$ cat src/rtl/cc_resp_arbiter.sv
// Response-path arbiter: round-robin merge of hit and miss-fill lines
// into the registered write port of the response FIFO.
module cc_resp_arbiter #(
   parameter int DW = 518
) (
   input  logic          clk,
   input  logic          rst,
   input  logic          hit_valid_i,
   input  logic [DW-1:0] hit_data_i,
   output logic          hit_ready_o,
   input  logic          miss_valid_i,
   input  logic [DW-1:0] miss_data_i,
   output logic          miss_ready_o,
   input  logic          fifo_full_i,
   input  logic          fifo_afull_i,
   output logic          fifo_wren_o,
   output logic [DW-1:0] fifo_wdata_o
);

   // 0 = HIT, 1 = MISS
   logic last_grant;
   logic can_accept;
   logic grant_hit;
   logic grant_miss;
   logic handshake;

   // the write in flight on fifo_wren_o is not yet in the flags
   assign can_accept = !fifo_full_i && !(fifo_afull_i && fifo_wren_o);

   always_comb begin
      grant_hit  = 1'b0;
      grant_miss = 1'b0;
      unique case (1'b1)
         (hit_valid_i && !miss_valid_i): grant_hit  = 1'b1;
         (!hit_valid_i && miss_valid_i): grant_miss = 1'b1;
         (hit_valid_i && miss_valid_i): begin
            grant_hit  = last_grant;
            grant_miss = !last_grant;
         end
         default: ;
      endcase
   end

   assign hit_ready_o  = can_accept && grant_hit;
   assign miss_ready_o = can_accept && grant_miss;
   assign handshake    = hit_ready_o || miss_ready_o;

   always_ff @(posedge clk or posedge rst) begin
      if (rst) begin
         fifo_wren_o  <= 1'b0;
         fifo_wdata_o <= '0;
         last_grant   <= 1'b1;
      end else begin
         fifo_wren_o <= handshake;
         if (handshake) begin
            fifo_wdata_o <= hit_ready_o ? hit_data_i : miss_data_i;
            last_grant   <= miss_ready_o;
         end
      end
   end

endmodule
$ cat config.mk
export PLATFORM = sky130hd
export DESIGN_NAME = cc_resp_arbiter
export DESIGN_NICKNAME = d
export VERILOG_FILES = /design/src/rtl/cc_resp_arbiter.sv
export SDC_FILE = /design/constraint.sdc
export NUM_CORES = 2
export LEC_CHECK = 0
export CAP_MARGIN = 20
export CORE_AREA = 2 2 606 608
export DETAILED_ROUTE_END_ITERATION = 10
export DIE_AREA = 0 0 608 610
export PLACE_DENSITY = 0.3
export SYNTH_ARGS = -nofsm -noshare
export SYNTH_HDL_FRONTEND = slang
export SYNTH_SLANG_ARGS = --single-unit
$ cat constraint.sdc
create_clock -name clk -period 16.6 [get_ports clk]
set_clock_uncertainty 0.05 [all_clocks]
set_input_delay 3.32 -clock clk [delete_from_list [all_inputs] [get_ports clk]]
set_output_delay 3.32 -clock clk [all_outputs]
set_load 0.03 [all_outputs]
==> reports/metrics.cfg <==
[clock_network]
clkLatencyLatePin_ns = 0.77
numCtsBuffers = 88
cts_tree = yes
clk_pin_slew_worst_paths_ns = 0.05
cts_root_buffer = clkbuf_16
h-tree-depth = 3
cts_setup_buffers = 0
cts_resized = 0
ctsLongestPathBuffers = 4
clock_sinks = 520
cts_hold_buf = 0

[floorplanning]
initial_utilization_pct = 7.72
die_height_um = 610
dieWidth_um = 608
io_pins = 1563
die_area_um2 = 371000
coreArea_um2 = 364000
num_rows = 222

[final_layout]
regArea_um2 = 13000
multi_input_area_um2 = 13100
nets = 4855
post-route-util_pct = 14.1
syn_to_final_growth_pct = 83.0
drive_gt1_share_pct = 5.60
fillerInstances = 41153

[setup_path]
critical_path.slowest_cell = clkdlybuf4s50_1
worst_path_most_repeated_cell = clkdlybuf4s50_1
critPathKind = in2out
crit_fanout = 30
end_kind = primary output
critPathArrivalTime_ns = 5.63
cp_cell_sequence = clkdlybuf4s50_1 > a21o_4 > nor3_1 > clkdlybuf4s50_1
crit_path_start_kind = primary input
slowest_delay_ns = 0.80
worstPathRequired_ns = 13.23

[pwr]
leakage_nw = 17.1
ir_worst_vdd_mv = 0.0615
finalPower_mw = 5.81
power_density_nw_per_um2 = 113

[sta]
setup_tns_ns = 0
setup_viol = 0
fin_crit_sh_pct = 54.2
drv_slew = 0
rsz0062_at_grt = no
worst_slack_ns = 7.60
min_period_ns = 9.00
slew_headroom_pct = 15.4
fmax_ghz = 0.111
worst_slew_pin_slew_ns = 1.27
hold_violations = 0

[routing]
drc = 0
drt_wl_total_um = 282000
wl_per_cell_um = 32.3
drtPass1Iterations = 7
via_per_inst = 3.72
vias = 32437
drt_iter0_markers = 2637
ant_nets = 0

[flow_run]
drv_cap = 0

[synthesis]
synth_cells = 2547
yosys.cell_types.count = 20
syn_area_um2 = 28100
yosysSeqAreaShare_pct = 46.3
syn_avg_cell_area_um2 = 11.0
ys_seq_elements = 520
synth_nets = 3589
synth_warnings = 0

[placed_design]
dpl.hpwl_um = 217000
place_ws_ns = 7.54
port_buffers = 1562
gp_congestion = 0.890

[global_route]
grt_pass1_wl_um = 363000
first_global_vias = 33500
grt_max_degree = 157
global_route.usage.total_pct = 14.5
antenna_found_initial = 157
grt_overflow = 0

[min_path]
hold_path_class = reg2reg

[run_status]
status = finished clean

[layout make-up]
cell class / instances / area share (%)
flip-flops and latches: 520 / 25.3
inverters: 4 / 0.0510
multi-input cells: 1562 / 25.4
clock inverters: 21 / 0.739
repair buffers: 1637 / 31.7
diodes: 25 / 0.122
well taps: 4816 / 11.7
clock buffers: 129 / 5.02
[power by group]
group | total [mW] | leakage [nW] | switching [mW] | internal [mW]
registers | 1.65 | 5.69 | 0.161 | 1.48
clock network | 2.01 | 1.46 | 0.785 | 1.22
logic | 2.16 | 9.95 | 1.29 | 0.870
[state kept, by name, summed over array words and instances (netlist names)]
register,flops
fifo_wren_o,1
fifo_wdata_o,518
last_grant,1
[worst max-delay path, delay by kind of cell]
kind,cells,cell delay [ns]
AND/OR/NAND/NOR,1,0.66
AO/OA/AOI/OAI,1,0.33
buffers and inverters,2,1.22
[cell usage in the layout (no fill, tap or decap), types with 3 or more instances in the layout]
cell type	instances
clkbuf_8	23
inv_6	3
clkbuf_16	88
a2bb2oi_1	518
clkdlybuf4s50_1	1561
clkinv_2	6
diode_2	25
bufinv_16	10
buf_12	11
dfrtp_1	519
buf_4	63
o31ai_1	518
a311oi_1	518
clkbuf_1	18
[per-stage QoR]
stage	hold slack, ns	cells	cell area (µm²)
finish	0.472	8714	51500
global route	0.494	8700	51500
CTS	0.469	8687	51400
detailed placement	0.460	8537	48400
global placement	0.471	8533	48400
floorplan	0.424	2547	28100
[layer usage]
metal	vias up	part of all wire [%]	global-route usage, %
met4	90	2.0	2.88
met3	389	7.9	4.36
li1	13571	-	-
met1	16820	42	18.1
met5	-	0.21	0
met2	1567	48	24.4
[final timing paths]
path | start | end | slack (ns) | cells past startpoint
worst max-delay path | fifo_afull_i | hit_ready_o | 7.60 | 4
worst min-delay path | last_grant | last_grant | 0.47 | 2
min in group asynchronous | rst | fifo_wdata_o[300] | 3.12 | 3
worst max register to register | fifo_wren_o | fifo_wdata_o[422] | 11.27 | 8
max in group asynchronous | rst | fifo_wdata_o[98] | 10.39 | 6
worst min register to register | last_grant | last_grant | 0.47 | 2
[kinds of logic after synthesis]
group | count (synthesis) | share of synthesized area (%)
compound gates | 1557 | 46.2
buf+inv | 465 | 7.44
flops | 520 | 46.3
simple gates | 5 | 0.125
[Yosys cell counts, drive strengths merged]
| cell type | number | share of area [%] |
|---|---|---|
| a211oi | 1 | 0.044 |
| a21o | 1 | 0.027 |
| a2bb2oi | 518 | 16 |
| a311oi | 518 | 16 |
| buf | 204 | 4.0 |
| clkbuf | 257 | 3.4 |
| dfrtp | 519 | 46 |
| dfstp | 1 | 0.093 |
| inv | 4 | 0.053 |
| nand2b | 1 | 0.022 |
| nor2 | 2 | 0.062 |
| nor2b | 1 | 0.022 |
| nor3 | 1 | 0.018 |
| o21bai | 1 | 0.027 |
| o31ai | 518 | 14 |
No activity file was read; power rests on OpenSTA's default activity.
